<file path="config.mk">
export PLATFORM = sky130hd
export DESIGN_NAME = jstk_spi_responder
export DESIGN_NICKNAME = d
export VERILOG_FILES = /design/src/rtl/jstk_spi_responder.sv
export SDC_FILE = /design/constraint.sdc
export NUM_CORES = 1
export LEC_CHECK = 0
export CAP_MARGIN = 10
export CORE_UTILIZATION = 35
export DETAILED_ROUTE_END_ITERATION = 10
export PLACE_DENSITY_LB_ADDON = 0.15
export RECOVER_POWER = 100
export SYNTH_ARGS = -nofsm -noshare
export SYNTH_HDL_FRONTEND = slang
export SYNTH_SLANG_ARGS = --single-unit
</file>
<file path="constraint.sdc">
create_clock -name clk_i -period 3.6 [get_ports clk_i]
set_clock_uncertainty 0.05 [all_clocks]
set_input_delay 0.54 -clock clk_i [delete_from_list [all_inputs] [get_ports clk_i]]
set_output_delay 0.54 -clock clk_i [all_outputs]
set_load 0.05 [all_outputs]
</file>
<file path="src/rtl/jstk_spi_responder.sv">
// Joystick-style SPI responder (mode 0).
// Each frame reports the X and Y positions and the two buttons to the initiator.
// When the command byte matches, the frame also loads a 24-bit RGB value.
// All SPI pins are asynchronous: they pass through 2-flop synchronizers and
// are edge-detected in the clk_i domain.
module jstk_spi_responder #(
    parameter logic [7:0]  cmd_led_p    = 8'h84,
    parameter int unsigned frame_bits_p = 40
) (
    input  logic        clk_i,
    input  logic        reset_i,
    input  logic        spi_cs_i,
    input  logic        spi_sck_i,
    input  logic        spi_sd_i,
    output logic        spi_sd_o,
    input  logic [9:0]  x_i,
    input  logic [9:0]  y_i,
    input  logic        trigger_i,
    input  logic        joystick_i,
    output logic [23:0] rgb_o,
    output logic        rgb_valid_o,
    output logic        frame_done_o,
    output logic        busy_o
);

    // frame_bits_p must be at least cmd_w_lp + rgb_w_lp (32).
    localparam int unsigned tx_bits_lp = 40;
    localparam int unsigned cmd_w_lp   = 8;
    localparam int unsigned rgb_w_lp   = 24;
    localparam int unsigned cnt_w_lp   = $clog2(frame_bits_p + 1);

    typedef enum logic [1:0] {
        IDLE,
        SHIFT,
        HOLD
    } state_e;

    state_e state_q, state_d;

    logic cs_meta_q, cs_sync_q, cs_prev_q;
    logic sck_meta_q, sck_sync_q, sck_prev_q;
    logic sd_meta_q, sd_sync_q;

    // Arming blocks a false CS fall right after reset when the pin is still low.
    logic [1:0] settle_q, settle_d;
    logic       armed_q, armed_d;

    logic [tx_bits_lp-1:0]   tx_q, tx_d;
    logic [frame_bits_p-1:0] rx_q, rx_d;
    logic [cnt_w_lp-1:0]     cnt_q, cnt_d;
    logic [rgb_w_lp-1:0]     rgb_d;
    logic                    rgb_valid_d, frame_done_d, busy_d;

    logic                  cs_fall_c, cs_rise_c, sck_rise_c, sck_fall_c;
    logic                  last_bit_c;
    logic [tx_bits_lp-1:0] snap_c;

    assign cs_fall_c  = cs_prev_q & ~cs_sync_q;
    assign cs_rise_c  = ~cs_prev_q & cs_sync_q;
    assign sck_rise_c = ~sck_prev_q & sck_sync_q;
    assign sck_fall_c = sck_prev_q & ~sck_sync_q;
    assign last_bit_c = (cnt_q == cnt_w_lp'(frame_bits_p - 1));

    // Report frame: X-low, X-high, Y-low, Y-high, buttons, each sent MSB first.
    assign snap_c = {x_i[7:0], 6'b0, x_i[9:8],
                     y_i[7:0], 6'b0, y_i[9:8],
                     6'b0, trigger_i, joystick_i};

    // The MSB of the tx register drives the pin; tx is zero outside SHIFT.
    assign spi_sd_o = tx_q[tx_bits_lp-1];

    // Synchronizers, the edge-detect history and the arming flag.
    always_ff @(posedge clk_i) begin
        if (reset_i) begin
            cs_meta_q  <= 1'b1;
            cs_sync_q  <= 1'b1;
            cs_prev_q  <= 1'b1;
            sck_meta_q <= 1'b0;
            sck_sync_q <= 1'b0;
            sck_prev_q <= 1'b0;
            sd_meta_q  <= 1'b0;
            sd_sync_q  <= 1'b0;
            settle_q   <= 2'd0;
            armed_q    <= 1'b0;
        end else begin
            cs_meta_q  <= spi_cs_i;
            cs_sync_q  <= cs_meta_q;
            cs_prev_q  <= cs_sync_q;
            sck_meta_q <= spi_sck_i;
            sck_sync_q <= sck_meta_q;
            sck_prev_q <= sck_sync_q;
            sd_meta_q  <= spi_sd_i;
            sd_sync_q  <= sd_meta_q;
            settle_q   <= settle_d;
            armed_q    <= armed_d;
        end
    end

    // Arm only after the synchronizer has refilled and CS is seen high.
    always_comb begin
        settle_d = (settle_q == 2'd3) ? settle_q : settle_q + 2'd1;
        armed_d  = armed_q | ((settle_q == 2'd3) & cs_sync_q);
    end

    // Frame state and datapath registers.
    always_ff @(posedge clk_i) begin
        if (reset_i) begin
            state_q      <= IDLE;
            tx_q         <= '0;
            rx_q         <= '0;
            cnt_q        <= '0;
            rgb_o        <= '0;
            rgb_valid_o  <= 1'b0;
            frame_done_o <= 1'b0;
            busy_o       <= 1'b0;
        end else begin
            state_q      <= state_d;
            tx_q         <= tx_d;
            rx_q         <= rx_d;
            cnt_q        <= cnt_d;
            rgb_o        <= rgb_d;
            rgb_valid_o  <= rgb_valid_d;
            frame_done_o <= frame_done_d;
            busy_o       <= busy_d;
        end
    end

    // Next-state and next-register logic.
    always_comb begin
        state_d      = state_q;
        tx_d         = tx_q;
        rx_d         = rx_q;
        cnt_d        = cnt_q;
        rgb_d        = rgb_o;
        rgb_valid_d  = 1'b0;
        frame_done_d = 1'b0;

        case (state_q)
            IDLE: begin
                tx_d = '0;
                if (cs_fall_c && armed_q) begin
                    tx_d    = snap_c;
                    rx_d    = '0;
                    cnt_d   = '0;
                    state_d = SHIFT;
                end
            end
            SHIFT: begin
                if (cs_rise_c) begin
                    // A short frame is dropped silently.
                    tx_d    = '0;
                    state_d = IDLE;
                end else if (sck_rise_c) begin
                    rx_d  = {rx_q[frame_bits_p-2:0], sd_sync_q};
                    cnt_d = cnt_q + cnt_w_lp'(1);
                    if (last_bit_c) begin
                        tx_d    = '0;
                        state_d = HOLD;
                    end
                end else if (sck_fall_c) begin
                    tx_d = {tx_q[tx_bits_lp-2:0], 1'b0};
                end
            end
            HOLD: begin
                tx_d = '0;
                if (cs_rise_c) begin
                    frame_done_d = 1'b1;
                    if (rx_q[frame_bits_p-1 -: cmd_w_lp] == cmd_led_p) begin
                        rgb_d       = rx_q[frame_bits_p-1-cmd_w_lp -: rgb_w_lp];
                        rgb_valid_d = 1'b1;
                    end
                    state_d = IDLE;
                end
            end
            default: begin
                tx_d    = '0;
                state_d = IDLE;
            end
        endcase

        busy_d = (state_d != IDLE);
    end

endmodule

</file>
# Word-level counts from Yosys, hierarchy flattened
# Cells that the tools add are included.
[op_classes]
bitwise = 12
n_addsub = 2
mux = 22
n_reduce_logical = 9
n_eq_ne = 10
[ops]
columns = ["op", "count"]
rows = [
  ["$mux W40", 8],
  ["$pmux W40 S2", 2],
  ["$mux W6", 3],
  ["$pmux W6 S2", 1],
  ["$mux W2", 5],
  ["$eq A8 B8 Y1 const B", 1],
  ["$ne A4 B4 Y1 const B", 2],
  ["$add A6 B1 Y6 const B", 1],
  ["$eq A6 B6 Y1 const B", 1],
  ["$ne A2 B2 Y1 const B", 3],
  ["$not A1 Y1", 6],
  ["$pmux W2 S3", 1],
  ["$and A1 B1 Y1", 5],
  ["$eq A2 B2 Y1 const B", 2],
  ["$reduce_and A4 Y1", 1],
  ["$reduce_bool A2 Y1", 2],
  ["$reduce_and A3 Y1", 1],
  ["$reduce_or A3 Y1", 1],
  ["$add A2 B1 Y2 const B", 1],
  ["$eq A2 B1 Y1 const B", 1],
  ["$logic_not A2 Y1", 1],
  ["$mux W1", 2],
  ["$reduce_and A2 Y1", 1],
  ["$reduce_or A2 Y1", 1],
  ["other kinds (2)", 2],
]
[word_totals]
inputBits = 27
ff_bits = 126
wordCells = 73

# Logic depth before layout (Yosys ltp)
# Gate-level depths: netlist of run 1.
[logic_depth]
word_depth = 6
ltp_mapped = 8

# Worst setup path before layout of run 1
# Ideal clock, no wire load.
[synth_timing]
kind = "register -> register"
from = "register state_q[0]"
to = "register rx_q[28]"
t_arrival_ns = 1.422
t_required_ns = 3.418
setup_ns = 0.132
path_slack_ns = 1.996
path_stages_with_launch = 7
period_less_slack_ns = 1.604
cell_sequence = "dfxtp_1 buf_4 or4_4 buf_6 buf_1 nand3_1 a21oi_1"
[synth_between]
elab_chain_len = 3
word_cells_on_any_way = 8
classes_between = "eq/ne: 4; mux: 1; reduce/logical: 3"
[synth_rtl]
columns = ["item", "line_no", "rtl"]
rows = [
  ["start: declaration", "38", "state_e state_q, state_d;"],
  ["start signal: assignment", "117", "state_q <= state_d;"],
  ["$eq A2 B1 Y1 or $logic_not A2 Y1 (tied branches)", "138", "case (state_q)"],
  ["$ne A2 B2 Y1 (no source line) or $reduce_bool A2 Y1 (tied branches)", "n/a", ""],
  ["$reduce_and A4 Y1 (no source line)", "n/a", ""],
  ["end signal: assignment", "119", "rx_q <= rx_d;"],
  ["end: declaration", "49", "logic [frame_bits_p-1:0] rx_q, rx_d;"],
]
# Several ways; a longest one is shown, not always the timed one.
# A chain may end at the register's enable or synchronous reset.

==> impl_metrics.tcl, run 1 <==
set metrics [dict create \
    outcome "complete, but fails checks" \
    violations "capacitance limit, slew limit" \
    cts.clk_slew.worst_paths_ps 50 \
    maxSlewViolCount 123 \
    place_congestion 0.684 \
    postCtsSetupBuffers 0 \
    pin_count 55 \
    syn_area_per_cell_um2 9.03 \
    post-route-min-period_ps 2670 \
    synthToLayoutAreaGrowth_pct 22.3 \
    fin_util_pct 44.1 \
    place_inst 736 \
    yosysWarningCount 0 \
    core_area_um2 13900 \
    grt_pass1_wl_mm 18.3 \
    die_y_um 122 \
    crit_fanout 102 \
    crit_buf_inv 2 \
    cts_buffer_depth 2 \
    peakVddDrop_v 0.000328 \
    drive_above_1_share_pct 7.99 \
    hpwl_mm 6.13 \
    path_class "primary input to flip-flop" \
    cts_sinks 126 \
    die_area_um2 14800 \
    grt_max_degree 103 \
    power_mw 3.19 \
    finalHoldViolations 0 \
    hold_class "flip-flop to flip-flop" \
    ys_seq_elements 126 \
    crit_path_end_kind "flip-flop" \
    synth_area_leader_cell "dfxtp_1" \
    clock.fmax_mhz 375 \
    cts_resized 0 \
    critical_path_required_ps 3840 \
    ant_nets 0 \
    synthDistinctLibCells 40 \
    firstDrtPassIters 5 \
    syn-cell-area_um2 5020 \
    cp-start-kind "primary input" \
    ys_top_cells_by_area "dfxtp_1 (50%), o211ai_1 (8.8%), a21oi_1 (8.6%), nand3_1 (6.6%), nand2_1 (4.1%)" \
    critPathMaxStageDelay_ps 1410 \
    cts_tree "built" \
    final_common_cell "dfxtp_1" \
    max_slew_margin_pct -37.8 \
    vias_per_cell 5.35 \
    insertion_delay_ps 410 \
    totalNegativeSetupSlack_ps 0 \
    htreeDepth 4 \
    num_antenna_cells 0 \
    leakagePower_nw 2.00 \
    period_share_pct 74.0 \
    max_cap_violations 2 \
    rows 43 \
    drt-total-wl_mm 10.7 \
    cts_buffers 17 \
    cp_slowest_cell "clkbuf_2" \
    crit_arrival_ps 2900 \
    post-place-ws_ps 1270 \
    synth-seq-area-share_pct 50.2 \
    clock-root-buffer "clkbuf_16" \
    fin_cells 768 \
    drt-initial-drc-count 406 \
    worst_pin_slew_ps 2070 \
    syn_nets 585 \
    fill_cells 1346 \
    die-width_um 122 \
    vias 4107 \
    final_nets 604 \
    antenna_found_initial 0 \
    grt-ovfl-total 0 \
    initial_core_util_pct 36.0 \
    final_cell_mix "dfxtp_1 (126), a21oi_1 (86), nand3_1 (66)" \
    hold_buffers 0 \
    track_usage_pct 15.7 \
    setup_viol_count_final 0 \
    netlist.area_leader.share_pct 50.2 \
    rsz0062_at_grt "no" \
    grt_pass1_vias 3925 \
    crit_chain "clkbuf_2 -> inv_1 -> o41ai_1 -> or2_2 -> mux2i_1" \
    fin_ws_ps 935 \
    cp_top_family "buffers and inverters" \
    power.density_nw_per_um2 520 \
    wl_per_cell_um 14.0 \
    io_buffers 54 \
    drc 0 \
    syn_inst 556 \
]
cells by family after synthesis:
| logic type | count (synthesis) | synth area share (%) |
|---|---|---|
| buf+inv | 62 | 5.88 |
| xor+xnor | 2 | 0.349 |
| compound gates | 200 | 26.5 |
| fa+ha+maj | 2 | 0.498 |
| simple gates | 162 | 16.2 |
| mux | 2 | 0.399 |
| flops | 126 | 50.2 |
layer usage:
metal	part of all wire, %	global-route usage (%)	wire, um
met5	0	0	0
met4	1.0	6.94	107
met3	3.2	4.73	344
met2	46	24.6	4960
met1	50	19.7	5340
cells in the mapped netlist (all sizes together):
| master | n |
|---|---|
| dfxtp | 126 |
| a21oi | 86 |
| nand3 | 66 |
| o211ai | 59 |
| nand2 | 55 |
| buf | 37 |
| clkbuf | 24 |
| a22oi | 21 |
| o2bb2ai | 21 |
| nor2 | 10 |
| nor2b | 9 |
| nand2b | 4 |
| nor3 | 4 |
| or2 | 4 |
| o2111ai | 3 |
| a2111o | 2 |
| and3 | 2 |
| and4bb | 2 |
| ha | 2 |
| mux2i | 2 |
| nor4 | 2 |
| o21ai | 2 |
| xor2 | 2 |
| a221oi | 1 |
| a31o | 1 |
| a31oi | 1 |
| a32oi | 1 |
| and4 | 1 |
| inv | 1 |
| nand4 | 1 |
| nor4bb | 1 |
| o21a | 1 |
| o41ai | 1 |
| or4 | 1 |
state kept, by name (all words and copies together) (netlist names), 2 cells and up:
name and flops:
state_q 2, rgb_o 24, tx_q 40, cnt_q 6
settle_q 2, rx_q 40
worst register-to-register path: stages (launching register included):
cell,delay [ps]
dfxtp_1,520
nor2b_1,220
clkbuf_2,700
and3_1,280
buf_4,390
o211ai_1,150
a21oi_1,200
worst paths after layout:
check / cells after the start / endpoint / from / slack [ps]
worst max-delay path: 5 / cnt_q[4] / reset_i / 930
worst min-delay path: 1 / cs_sync_q / cs_meta_q / 350
worst max register to register: 6 / rx_q[27] / state_q[0] / 970
worst min register to register: 1 / cs_sync_q / cs_meta_q / 350
through the flow:
step	instance area [um2]	hold WS, ps
after floorplan	5020	339
after global placement	5560	348
after detailed placement	5560	344
after CTS	6150	356
after global routing	6140	382
final	6140	355
report_power, final:
| part | leakage, nW | internal [mW] | switching [mW] |
|---|---|---|---|
| Sequential | 1.02 | 1.41 | 0.00655 |
| Clock | 0.288 | 1.11 | 0.570 |
| Combinational | 0.698 | 0.0416 | 0.0563 |
cell type report:
type                            count  area (um2)  share of cell area (%)
Clock buffer                       27         513                    8.36
Clock inverter                      5        77.6                    1.26
Inverter                            1        3.75                  0.0611
Multi-Input combinational cell    368        2210                    36.0
Sequential cell                   126        2520                    41.1
Tap cell                          180         225                    3.67
Timing Repair Buffer               61         586                    9.54
No activity file was read; power rests on OpenSTA's default activity.
==> inputs of run 2 (changes only) <==
==> constraint.sdc (replaced) <==
create_clock -name clk_i -period 2.6 [get_ports clk_i]
set_clock_uncertainty 0.05 [all_clocks]
set_input_delay 0.39 -clock clk_i [delete_from_list [all_inputs] [get_ports clk_i]]
set_output_delay 0.39 -clock clk_i [all_outputs]
set_load 0.05 [all_outputs]
==> run 2 against run 1 <==
The flow now finishes without violations. Power up 35%. Worst hold slack worse by 59 ps. Register-to-register slack worse by 610 ps. Critical path depth down 2. Cell count up 0.91%. Setup slack worse by 570 ps. Global-route usage up 0.56 points.
==> impl_metrics.tcl, run 2 (same netlist as run 1, synthesis figures left out) <==
set metrics [dict create \
    outcome "finished clean" \
    drive_above_1_share_pct 8.91 \
    cts_tree "built" \
    fin_util_pct 44.2 \
    grt-ovfl-total 0 \
    drt-initial-drc-count 286 \
    reg.largest.list "rx_q x40, tx_q x40, rgb_o x24" \
    ant_nets 0 \
    grt_pass1_wl_mm 19.1 \
    drc 0 \
    cts.clk_slew.worst_paths_ps 50 \
    max_cap_violations 0 \
    path_class "flip-flop to flip-flop" \
    io_buffers 54 \
    die_y_um 122 \
    track_usage_pct 16.2 \
    crit_path_end_kind "flip-flop" \
    max_slew_margin_pct 26.8 \
    post-route-min-period_ps 2240 \
    cp_slowest_cell "or4_2" \
    setup_viol_count_final 0 \
    clock-root-buffer "clkbuf_16" \
    core_area_um2 13900 \
    final_nets 611 \
    die_area_um2 14800 \
    pin_count 55 \
    final_common_cell "dfxtp_1" \
    min_from "reset_i" \
    crit_arrival_ps 2540 \
    crit_chain "or4_2 -> a2111o_1 -> nand2_1" \
    crit_fanout 47 \
    r2r-start "state_q[0]" \
    antenna_found_initial 0 \
    firstDrtPassIters 4 \
    leakagePower_nw 2.02 \
    fin_ws_ps 364 \
    totalNegativeSetupSlack_ps 0 \
    fin_area_um2 6160 \
    grt_pass1_vias 4064 \
    period_share_pct 86.0 \
    vias 4212 \
    grt_max_degree 63 \
    die-width_um 122 \
    crit_start "state_q[0]" \
    hold_class "primary input to flip-flop" \
    post-place-ws_ps 631 \
    critPathMaxStageDelay_ps 1140 \
    wl_per_cell_um 14.6 \
    cts_buffer_depth 2 \
    clock.fmax_mhz 447 \
    rows 43 \
    place_inst 743 \
    fin_cells 775 \
    rsz0062_at_grt "no" \
    initial_core_util_pct 36.0 \
    final_cell_mix "dfxtp_1 (126), a21oi_1 (86), nand3_1 (66)" \
    hpwl_mm 6.50 \
    worst_pin_slew_ps 1100 \
    num_antenna_cells 0 \
    placed_area_um2 5620 \
    cts_resized 0 \
    finalHoldViolations 0 \
    insertion_delay_ps 410 \
    cts_buffers 17 \
    peakVddDrop_v 0.000417 \
    cp-start-kind "flip-flop" \
    drt-total-wl_mm 11.3 \
    htreeDepth 4 \
    power.density_nw_per_um2 701 \
    maxSlewViolCount 0 \
    cts_sinks 126 \
    synthToLayoutAreaGrowth_pct 22.8 \
    place_congestion 0.764 \
    critical_path_required_ps 2900 \
    vias_per_cell 5.43 \
    hold_buffers 0 \
    postCtsSetupBuffers 0 \
]
==> run 2: final cells by class <==
cell class / count / area, um2
multi-input combinational: 368 / 2210
clock inverter: 6 / 57.6
fill: 1338 / 7770
tap: 180 / 225
inverter: 1 / 3.75
clock buffer: 26 / 499
timing repair buffer: 68 / 641
sequential: 126 / 2520
==> run 2: path summary, 6_finish.rpt <==
path / cells after the start / end / slack [ps]
setup / recovery: 3 / cnt_q[3] / 360
hold reg to reg: 1 / cs_sync_q / 350
setup reg to reg: 3 / cnt_q[3] / 360
hold / removal: 2 / settle_q[0] / 300
==> run 2: per-layer routing <==
layer / up-vias / routed length (um) / global-route usage (%)
li1: 2107 / - / -
met2: 71 / 5320 / 26.0
met4: 0 / 172 / 7.48
met5: - / 0 / 0
met1: 2020 / 5440 / 20.3
met3: 14 / 352 / 4.17
==> run 2: critical path: cells and delay by family, from the launching register on <==
kind	cells	cell delay, ps
compound gates	1	510
flops	1	410
simple gates	2	1210
==> run 2: stage by stage <==
step / total power, mW / hold slack (ps)
after detailed placement: 2.14 / 344
after global routing: 4.48 / 308
final: 4.32 / 295
after global placement: 2.14 / 343
after CTS: 4.37 / 286
after floorplan: 2.08 / 339
==> run 2: power by group <==
group	total, mW	switching, mW	leakage (nW)	internal (mW)
Clock	2.22	0.814	0.274	1.41
Sequential	1.96	0.0109	1.02	1.95
Combinational	0.141	0.0815	0.726	0.0598
Total	4.32	0.907	2.02	3.42
==> inputs of run 3 (changes only) <==
--- a/config.mk
+++ b/config.mk
@@ -10,6 +10,7 @@
 export DETAILED_ROUTE_END_ITERATION = 10
 export PLACE_DENSITY_LB_ADDON = 0.15
 export RECOVER_POWER = 100
+export SKIP_CTS_REPAIR_TIMING = 1
 export SYNTH_ARGS = -nofsm -noshare
 export SYNTH_HDL_FRONTEND = slang
 export SYNTH_SLANG_ARGS = --single-unit
==> results of run 3 <==
Final layout, timing and power as in run 2 (identical DEF).
